**src/rtl/gfx_line_if.sv**
```systemverilog
// gfx_line_if: command handshake and pixel-stream signals of the line rasterizer
interface gfx_line_if #(
  parameter int XB = 10,
  parameter int YB = 9,
  parameter int PB = 12
);
  logic          cmd_valid;
  logic          cmd_ready;
  logic [XB-1:0] cmd_x0;
  logic [YB-1:0] cmd_y0;
  logic [XB-1:0] cmd_x1;
  logic [YB-1:0] cmd_y1;
  logic [PB-1:0] cmd_color;
  logic          pvalid;
  logic          pready;
  logic [XB-1:0] x;
  logic [YB-1:0] y;
  logic [PB-1:0] color;
  logic          last;
  modport master (
    output cmd_valid, cmd_x0, cmd_y0, cmd_x1, cmd_y1, cmd_color, pready,
    input  cmd_ready, pvalid, x, y, color, last
  );
  modport slave (
    input  cmd_valid, cmd_x0, cmd_y0, cmd_x1, cmd_y1, cmd_color, pready,
    output cmd_ready, pvalid, x, y, color, last
  );
endinterface

```
**src/rtl/gfx_line.sv**
```systemverilog
// gfx_line: Bresenham line rasterizer emitting one pixel per cycle with backpressure
module gfx_line #(
  parameter int FB_WIDTH   = 640,
  parameter int FB_HEIGHT  = 480,
  parameter int PIXEL_BITS = 12
) (
  input logic       clk,
  input logic       reset,
  gfx_line_if.slave bus
);
  localparam int FB_X_BITS = $clog2(FB_WIDTH);
  localparam int FB_Y_BITS = $clog2(FB_HEIGHT);
  localparam int W = (FB_X_BITS > FB_Y_BITS ? FB_X_BITS : FB_Y_BITS) + 2;
  localparam logic [FB_X_BITS-1:0] XMAX = FB_X_BITS'(FB_WIDTH - 1);
  localparam logic [FB_Y_BITS-1:0] YMAX = FB_Y_BITS'(FB_HEIGHT - 1);
  typedef enum logic [1:0] {IDLE, SETUP, DRAW} state_t;
  state_t                 state_q, state_d;
  logic [FB_X_BITS-1:0]   x0_q, x0_d, x1_q, x1_d, cx_q, cx_d, nx;
  logic [FB_Y_BITS-1:0]   y0_q, y0_d, y1_q, y1_d, cy_q, cy_d, ny;
  logic [PIXEL_BITS-1:0]  color_q, color_d;
  logic signed [W-1:0]    dx_q, dx_d, dy_q, dy_d, err_q, err_d, e2;
  logic                   sx_q, sx_d, sy_q, sy_d, pvalid_q, pvalid_d, last_q, last_d;
  logic                   step_x, step_y;
  assign bus.pvalid = pvalid_q;
  assign bus.x      = cx_q;
  assign bus.y      = cy_q;
  assign bus.color  = color_q;
  assign bus.last   = last_q;
  // next-state: accept and clamp in IDLE, derive deltas in SETUP, walk one Bresenham step per accepted pixel in DRAW
  always_comb begin
    state_d       = state_q;
    x0_d          = x0_q;
    y0_d          = y0_q;
    x1_d          = x1_q;
    y1_d          = y1_q;
    cx_d          = cx_q;
    cy_d          = cy_q;
    color_d       = color_q;
    dx_d          = dx_q;
    dy_d          = dy_q;
    err_d         = err_q;
    sx_d          = sx_q;
    sy_d          = sy_q;
    pvalid_d      = pvalid_q;
    last_d        = last_q;
    bus.cmd_ready = (state_q == IDLE) && !reset;
    e2            = err_q <<< 1;
    step_x        = e2 >= dy_q;
    step_y        = e2 <= dx_q;
    nx            = step_x ? (sx_q ? cx_q - 1'b1 : cx_q + 1'b1) : cx_q;
    ny            = step_y ? (sy_q ? cy_q - 1'b1 : cy_q + 1'b1) : cy_q;
    case (state_q)
      IDLE: if (bus.cmd_valid && bus.cmd_ready) begin
        x0_d    = bus.cmd_x0 > XMAX ? XMAX : bus.cmd_x0;
        y0_d    = bus.cmd_y0 > YMAX ? YMAX : bus.cmd_y0;
        x1_d    = bus.cmd_x1 > XMAX ? XMAX : bus.cmd_x1;
        y1_d    = bus.cmd_y1 > YMAX ? YMAX : bus.cmd_y1;
        color_d = bus.cmd_color;
        state_d = SETUP;
      end
      SETUP: begin
        dx_d     = W'(x1_q > x0_q ? x1_q - x0_q : x0_q - x1_q);
        dy_d     = -W'(y1_q > y0_q ? y1_q - y0_q : y0_q - y1_q);
        sx_d     = x0_q >= x1_q;
        sy_d     = y0_q >= y1_q;
        err_d    = dx_d + dy_d;
        cx_d     = x0_q;
        cy_d     = y0_q;
        pvalid_d = 1'b1;
        last_d   = (x0_q == x1_q) && (y0_q == y1_q);
        state_d  = DRAW;
      end
      DRAW: if (pvalid_q && bus.pready) begin
        if (last_q) begin
          pvalid_d = 1'b0;
          last_d   = 1'b0;
          state_d  = IDLE;
        end else begin
          cx_d   = nx;
          cy_d   = ny;
          err_d  = err_q + (step_x ? dy_q : '0) + (step_y ? dx_q : '0);
          last_d = (nx == x1_q) && (ny == y1_q);
        end
      end
      default: state_d = IDLE;
    endcase
  end
  // state and datapath registers; reset aborts any line in flight
  always_ff @(posedge clk or posedge reset) begin
    if (reset) begin
      state_q  <= IDLE;
      x0_q     <= '0;
      y0_q     <= '0;
      x1_q     <= '0;
      y1_q     <= '0;
      cx_q     <= '0;
      cy_q     <= '0;
      color_q  <= '0;
      dx_q     <= '0;
      dy_q     <= '0;
      err_q    <= '0;
      sx_q     <= 1'b0;
      sy_q     <= 1'b0;
      pvalid_q <= 1'b0;
      last_q   <= 1'b0;
    end else begin
      state_q  <= state_d;
      x0_q     <= x0_d;
      y0_q     <= y0_d;
      x1_q     <= x1_d;
      y1_q     <= y1_d;
      cx_q     <= cx_d;
      cy_q     <= cy_d;
      color_q  <= color_d;
      dx_q     <= dx_d;
      dy_q     <= dy_d;
      err_q    <= err_d;
      sx_q     <= sx_d;
      sy_q     <= sy_d;
      pvalid_q <= pvalid_d;
      last_q   <= last_d;
    end
  end
endmodule

```
**src/flat_wrapper.sv**
```systemverilog
// flat-port wrapper written by rule: the top's interface ports become plain ports
module gfx_line_flat 
#(
  parameter int FB_WIDTH   = 640,
  parameter int FB_HEIGHT  = 480,
  parameter int PIXEL_BITS = 12
)
  (clk, reset, bus_cmd_valid, bus_cmd_x0, bus_cmd_y0, bus_cmd_x1, bus_cmd_y1, bus_cmd_color, bus_pready, bus_cmd_ready, bus_pvalid, bus_x, bus_y, bus_color, bus_last);
  gfx_line_if #(.XB(10), .YB(9), .PB(12)) bus_i ();
  input logic clk;
  input logic reset;
  input wire logic [$bits(bus_i.cmd_valid)-1:0] bus_cmd_valid;
  input wire logic [$bits(bus_i.cmd_x0)-1:0] bus_cmd_x0;
  input wire logic [$bits(bus_i.cmd_y0)-1:0] bus_cmd_y0;
  input wire logic [$bits(bus_i.cmd_x1)-1:0] bus_cmd_x1;
  input wire logic [$bits(bus_i.cmd_y1)-1:0] bus_cmd_y1;
  input wire logic [$bits(bus_i.cmd_color)-1:0] bus_cmd_color;
  input wire logic [$bits(bus_i.pready)-1:0] bus_pready;
  output wire logic [$bits(bus_i.cmd_ready)-1:0] bus_cmd_ready;
  output wire logic [$bits(bus_i.pvalid)-1:0] bus_pvalid;
  output wire logic [$bits(bus_i.x)-1:0] bus_x;
  output wire logic [$bits(bus_i.y)-1:0] bus_y;
  output wire logic [$bits(bus_i.color)-1:0] bus_color;
  output wire logic [$bits(bus_i.last)-1:0] bus_last;
  assign bus_i.cmd_valid = bus_cmd_valid;
  assign bus_i.cmd_x0 = bus_cmd_x0;
  assign bus_i.cmd_y0 = bus_cmd_y0;
  assign bus_i.cmd_x1 = bus_cmd_x1;
  assign bus_i.cmd_y1 = bus_cmd_y1;
  assign bus_i.cmd_color = bus_cmd_color;
  assign bus_i.pready = bus_pready;
  assign bus_cmd_ready = bus_i.cmd_ready;
  assign bus_pvalid = bus_i.pvalid;
  assign bus_x = bus_i.x;
  assign bus_y = bus_i.y;
  assign bus_color = bus_i.color;
  assign bus_last = bus_i.last;
  gfx_line #(.FB_WIDTH(FB_WIDTH), .FB_HEIGHT(FB_HEIGHT), .PIXEL_BITS(PIXEL_BITS)) u_core (.clk(clk), .reset(reset), .bus(bus_i));
endmodule
```
**config.mk**
```make
export PLATFORM = sky130hd
export DESIGN_NAME = gfx_line_flat
export DESIGN_NICKNAME = d
export VERILOG_FILES = /design/src/rtl/gfx_line_if.sv /design/src/rtl/gfx_line.sv /design/src/flat_wrapper.sv
export SDC_FILE = /design/constraint.sdc
export NUM_CORES = 1
export LEC_CHECK = 0
export CAP_MARGIN = 5
export CORE_MARGIN = 2
export CORE_UTILIZATION = 30
export CTS_BUF_LIST = sky130_fd_sc_hd__clkbuf_4 sky130_fd_sc_hd__clkbuf_8
export DETAILED_ROUTE_END_ITERATION = 16
export MAX_ROUTING_LAYER = met4
export PLACE_DENSITY = 0.59
export SYNTH_ARGS = -nofsm -noshare
export SYNTH_HDL_FRONTEND = slang
export SYNTH_SLANG_ARGS = --single-unit
```
**constraint.sdc**
```tcl
create_clock -name clk -period 10.2 [get_ports clk]
set_clock_uncertainty 0.2 [all_clocks]
set_input_delay 1.02 -clock clk [delete_from_list [all_inputs] [get_ports clk]]
set_output_delay 1.02 -clock clk [all_outputs]
set_load 0.1 [all_outputs]
```
==> results of run 1 <==
worst max-delay path by stage:
stage,start,end,slack (ns),cells after the start
after floorplan,u_core.err_q[0]$_DFFE_PP0P_,u_core.err_q[9]$_DFFE_PP0P_,5.12,24
after global placement,u_core.y1_q[0]$_DFFE_PP0P_,u_core.err_q[10]$_DFFE_PP0P_,4.96,20
after detailed placement,u_core.y1_q[8]$_DFFE_PP0P_,u_core.err_q[10]$_DFFE_PP0P_,4.92,19
after CTS,u_core.y1_q[8]$_DFFE_PP0P_,u_core.err_q[10]$_DFFE_PP0P_,4.89,19
after global routing,u_core.err_q[2]$_DFFE_PP0P_,u_core.err_q[8]$_DFFE_PP0P_,4.49,19
final,u_core.y1_q[8]$_DFFE_PP0P_,u_core.err_q[10]$_DFFE_PP0P_,4.88,19
registers in the layout, summed over array words and instances (netlist names), 2 cells and up:
signal,cells
u_core.dy_q,12
u_core.y1_q,9
u_core.err_q,11
u_core.bus.color,12
u_core.state_q,2
u_core.bus.y,9
u_core.bus.x,10
u_core.x1_q,10
u_core.y0_q,9
u_core.dx_q,11
u_core.x0_q,10
area by class of cell:
cell class                 count  area share
clock buffer                   9      0.0115
clock inverter                 7     0.00697
inverter                     123      0.0431
multi-input combinational    836       0.554
sequential                   109       0.253
tap                          396      0.0460
timing repair buffer          93      0.0850
critical path, cell delays in order (launching register included):
cell,delay (ns)
dfrtp_1,0.40
inv_1,0.07
ha_1,0.59
and3_2,0.33
a211oi_4,0.07
a311oi_4,0.59
mux2i_1,0.44
ha_1,0.24
inv_1,0.09
xnor2_1,0.23
ha_1,0.30
a21oi_1,0.15
o21bai_1,0.11
a21oi_1,0.16
nor2_1,0.08
o41ai_1,0.40
o21ai_0,0.25
xor2_1,0.19
xnor2_1,0.15
o221ai_1,0.12
synth_stat cells, types with 7 or more instances:
cell and instances:
nand2_1 146, inv_1 123, dfrtp_1 109, a21oi_1 102, ha_1 99, nor2_1 69
o21ai_0 68, xnor2_1 52, o22ai_1 32, clkbuf_1 28, a21o_1 21, xor2_1 20
fa_1 18, mux2i_1 16, nand3_1 14, nor3_1 14, o211ai_1 14, nand4_1 12
o21bai_1 9, mux2_2 8, a211oi_1 7, a31oi_1 7, nor2b_1 7, o31ai_1 7
logic make-up (layout without fill, tap and decap cells):
logic type | count (synthesis) | count (layout) | synth area share
AOI/OAI and AO/OA | 316 | 316 | 0.217
and+or+nand+nor | 303 | 303 | 0.149
buffers and inverters | 165 | 232 | 0.0708
adders and majority gates | 117 | 117 | 0.171
xor gates and xnor gates | 75 | 75 | 0.0733
muxes | 25 | 25 | 0.0279
DFF | 109 | 109 | 0.291
per-stage QoR:
step                cells  worst slack, ns  cell area, sq um  hold slack [ns]
floorplan            1110             5.12              9360            0.252
global placement     1557             4.96             10600            0.257
detailed placement   1557             4.92             10600            0.262
CTS                  1573             4.89             10800            0.287
global route         1573             4.49             10800            0.317
finish               1573             4.88             10800            0.285
layer usage:
metal,up-vias,track usage
met5,-,-
met4,0,0.0616
met3,36,0.0198
met2,223,0.264
met1,3887,0.228
li1,3963,-
==> summary.md, run 1 <==
| Metric | Value |
|---|---|
| Post-Synthesis Cells | 1110 |
| Post-synth ARST share | 1.00 |
| Relative slew margins | 0.325 |
| Die width | 181 um |
| WL met3 | 1160 um |
| Most frequent cells in the layout | 146 x nand2_1, 122 x inv_1, 109 x dfrtp_1 |
| Met1 WL | 12500 um |
| Seq/Total Area, Yosys | 0.291 |
| Final slew viol count | 0 |
| Reg2Reg Launch Point | u_core.y1_q[8]$_DFFE_PP0P_ |
| Pin slew with the least headroom to its limit | 1.01 ns |
| Initial antenna violation count | 0 |
| Die area | 32600 sq um |
| # IOs | 88 |
| Final hold violation count | 0 |
| Mapped Nets | 1281 |
| Syn-to-layout area delta | 15.1% |
| Achievable Freq | 188 MHz |
| Hold-fix buffers, CTS | 0 |
| # fillers | 3168 |
| CP Launch Type | flip-flop |
| Crit Path Max Fanout | 11 |
| FF-to-FF setup slack | 4.88 ns |
| # diodes | 0 |
| Residual DRC | 0 |
| Flop and latch count out of synthesis | 109 |
| Clk sinks | 109 |
| Worst Hold Depth | 2 |
| Post-cts sizing count | 0 |
| Largest net degree at the start of global routing | 73 |
| Num CTS Buffers | 9 |
| GRT Overall Usage | 0.170 |
| Worst hold start | u_core.bus.color[9]$_DFFE_PP0P_ |
| Worst setup EP type | flip-flop |
| Avg Inst Size Synth | 8.43 sq um |
| Min cycle time layout | 5.32 ns |
| Hold EP | u_core.bus.color[9]$_DFFE_PP0P_ |
| Synthesis Warnings | 0 |
| Multi-input gate area | 5980 sq um |
| Reg-to-Reg End | u_core.err_q[10]$_DFFE_PP0P_ |
| Htree depth | 3 |
| WL final | 26800 um |
| Root buffer cell | clkbuf_8 |
| Chip height | 181 um |
| Met2 wire length | 12400 um |
| Hold crit path type | reg -> reg |
| R2R depth | 19 |
| Vias/cell | 5.16 |
| First-pass GRT wire length | 43400 um |
| Outcome | complete, no violations |
| Tcrit/Tclk final | 0.522 |
| Congestion Overflow GR | 0 |
| Most common cell after layout, fill and taps aside | nand2_1 |
| DR pass1 iterations | 5 |
| Register area | 2730 sq um |
| Final nets | 1343 |
| Core area | 30700 sq um |
| Max cap viols | 0 |
| Core Util, Final | 0.351 |
| Arr. time, crit path | 5.39 ns |
| Vias in the first global route | 8129 |
| Initial Util | 0.305 |
| Clock transition at path regs | 0.12 ns |
| Initial drt markers | 416 |
| CTS tree | built |
| Unrepaired setup endpoints after global routing | no |
| Sum Neg Setup Slack | 0 ns |
| Largest cells by area after synthesis | dfrtp_1 29%, ha_1 13%, nand2_1 5.9%, a21oi_1 5.5%, inv_1 4.9% |
| Hpwl dp | 20700 um |
| Ratio of cells with drive above 1 in the final layout | 0.0518 |
| Count of different cell masters after synthesis | 85 |
| Share of the synthesized area in the top cell type | 0.291 |
| Largest area contributor in the netlist | dfrtp_1 |
| Post CTS Setup Buffer Count | 0 |
| Setup violators final | 0 |
| Antenna viol nets, final | 0 |
| Port bufs | 87 |
| GPL Wtd Cong | 0.891 |
| EDFF count, synth | 0 |
| Clk_lat worst skew | 0.41 ns |
| Mapped Area | 9360 sq um |
| Max Used Layer | met4 |
| Clk buf depth | 2 |
| Critical Path RT | 10.27 ns |
| Main synth FF type | dfrtp_1 |
| Wire per inst | 17.0 um |
| WS Path Type | reg -> reg |
| Site Rows | 64 |
| Vias | 8109 |
Power of run 1 is left out: the tool's default activity adds up to more than one toggle a clock period on the data nets, which glitch-free logic cannot reach.
==> run 2, diff against run 1 <==
PLACE_DENSITY = 0.61   (was 0.59)
clock period = 4.4 ns   (was 10.2 ns; I/O delays follow)
==> run 2 against run 1 <==
Global-route usage up 0.82 points. Core utilization rose by 4.7 points. Sequential share of layout area is 3.0 points lower. Non-clock buffer count is 130 higher. Register-to-register slack got worse by 5.0 ns. First-iteration DRC count increased by 18%. Routed wire length up 7.3%. The flow now finishes with violations (setup timing). Die area unchanged.
==> summary.md, run 2 (synthesis results as in run 1) <==
| Metric | Value |
|---|---|
| Clk buf depth | 2 |
| Root buffer cell | clkbuf_8 |
| Tcrit/Tclk final | 1.02 |
| Hold crit path type | reg -> reg |
| Port bufs | 87 |
| DR pass1 iterations | 5 |
| Clk_lat worst skew | 0.40 ns |
| Site Rows | 64 |
| Ratio of cells with drive above 1 in the final layout | 0.201 |
| Crit path largest cell delay | 0.41 ns |
| Critical path's most frequent cell | inv_2 |
| Violated checks | setup timing |
| # fillers | 3020 |
| CP Launch Type | flip-flop |
| WL met3 | 1160 um |
| Core area | 30700 sq um |
| GRT Overall Usage | 0.178 |
| Worst-path cell chain | inv_2, ha_4, inv_2, fa_2, a21o_1, a221oi_4, nor3_2, a2111oi_4, xor2_2, buf_4, and2_4, nand4_1, xnor2_2, ha_1, inv_1, nor2_2, o41ai_4, o21ai_1, xor2_1, xnor2_1, o221ai_1 |
| Most frequent cells in the layout | 144 x nand2_1, 133 x buf_4, 114 x inv_1 |
| Core Util, Final | 0.399 |
| Crit-path leading delay family | compound AO/OA/AOI/OAI gates |
| Design area | 12200 sq um |
| Non-Filler Instances | 1703 |
| Die area | 32600 sq um |
| Hpwl dp | 22300 um |
| Vias in the first global route | 8502 |
| Placed cell area | 11500 sq um |
| Worst path slowest cell | dfrtp_1 |
| Final slew viol count | 0 |
| Initial drt markers | 489 |
| Met1 WL | 13600 um |
| Antenna viol nets, final | 0 |
| Initial Util | 0.305 |
| Max Used Layer | met4 |
| Min cycle time layout | 4.47 ns |
| Vias | 8695 |
| Syn-to-layout area delta | 30.6% |
| WS Path Type | reg -> reg |
| # IOs | 88 |
| Pin slew with the least headroom to its limit | 1.01 ns |
| Achievable Freq | 224 MHz |
| Clk sinks | 109 |
| Congestion Overflow GR | 0 |
| Setup violators final | 2 |
| Die width | 181 um |
| Chip height | 181 um |
| Worst setup EP type | flip-flop |
| Largest net degree at the start of global routing | 50 |
| Wire per inst | 16.9 um |
| Pre-CTS setup slack | -0.0951 ns |
| Max cap viols | 0 |
| Htree depth | 3 |
| CTS tree | built |
| Setup ws final | -0.0732 ns |
| Crit Path Max Fanout | 3 |
| GPL Wtd Cong | 0.936 |
| Placed Cells | 1663 |
| Clock transition at path regs | 0.13 ns |
| Final hold violation count | 0 |
| Arr. time, crit path | 4.53 ns |
| WL final | 28800 um |
| # diodes | 0 |
| Unrepaired setup endpoints after global routing | yes |
| Met2 wire length | 13400 um |
| Buf+Inv Stages, Crit Path | 4 |
| Vias/cell | 5.11 |
| Final nets | 1473 |
| First-pass GRT wire length | 45500 um |
| Initial antenna violation count | 0 |
| Outcome | finished, violations left |
| Relative slew margins | 0.324 |
| Critical Path RT | 4.46 ns |
| Most common cell after layout, fill and taps aside | nand2_1 |
| Hold-fix buffers, CTS | 0 |
| Residual DRC | 0 |
| Num CTS Buffers | 9 |
## run 2: cell count changes in the layout (fill, tap and decap cells not counted), sizes merged
cell,change
buf,+130
inv,+2
clkinv,-3
bufinv,-1
clkbuf,+2
## run 2: final timing paths
kind,from,to,slack [ns],depth (start not counted)
max in group asynchronous,reset,u_core.err_q[2]$_DFFE_PP0P_,2.74,3
min in group asynchronous,reset,u_core.bus.color[5]$_DFFE_PP0P_,0.32,2
setup / recovery,u_core.y1_q[0]$_DFFE_PP0P_,u_core.err_q[10]$_DFFE_PP0P_,-0.07,21
hold / removal,u_core.bus.color[5]$_DFFE_PP0P_,u_core.bus.color[5]$_DFFE_PP0P_,0.29,2
setup reg to reg,u_core.y1_q[0]$_DFFE_PP0P_,u_core.err_q[10]$_DFFE_PP0P_,-0.07,21
hold reg to reg,u_core.bus.color[5]$_DFFE_PP0P_,u_core.bus.color[5]$_DFFE_PP0P_,0.29,2
## run 2: per-stage QoR
| stage | setup TNS [ns] | hold slack (ns) |
|---|---|---|
| global placement | -0.000330 | 0.257 |
| detailed placement | -0.202 | 0.263 |
| finish | -0.106 | 0.286 |
| global route | -0.884 | 0.309 |
| CTS | -0.0281 | 0.290 |
| floorplan | -0.129 | 0.252 |
## run 2: cell type report
cell class	count	area (sq um)	area share
timing repair buffer	223	1900	0.156
sequential	109	2730	0.223
clock buffer	11	151	0.0124
clock inverter	5	51.3	0.00420
inverter	123	464	0.0380
multi-input combinational	836	6430	0.526
tap	396	495	0.0405
## run 2: layer usage
metal / up-vias / track usage
li1: 4236 / -
met1: 4208 / 0.242
met2: 221 / 0.281
met3: 30 / 0.0192
met4: 0 / 0.0506
met5: - / -
## run 2: worst register-to-register path, delay by kind of cell, from the launching register on
kind / cells / cell delay [ns]
and+or+nand+nor: 4 / 0.42
AOI/OAI and AO/OA: 6 / 1.39
adders and majority gates: 3 / 0.81
DFF: 1 / 0.41
buffers and inverters: 4 / 0.36
xor gates and xnor gates: 4 / 0.75
## run 2: timing repair
action,CTS,global route
pin swaps,9,51
endpoints found under the setup margin,4,5
buffers inserted,4,20
resized for setup,17,62
Power of run 2 is left out for the same reason.
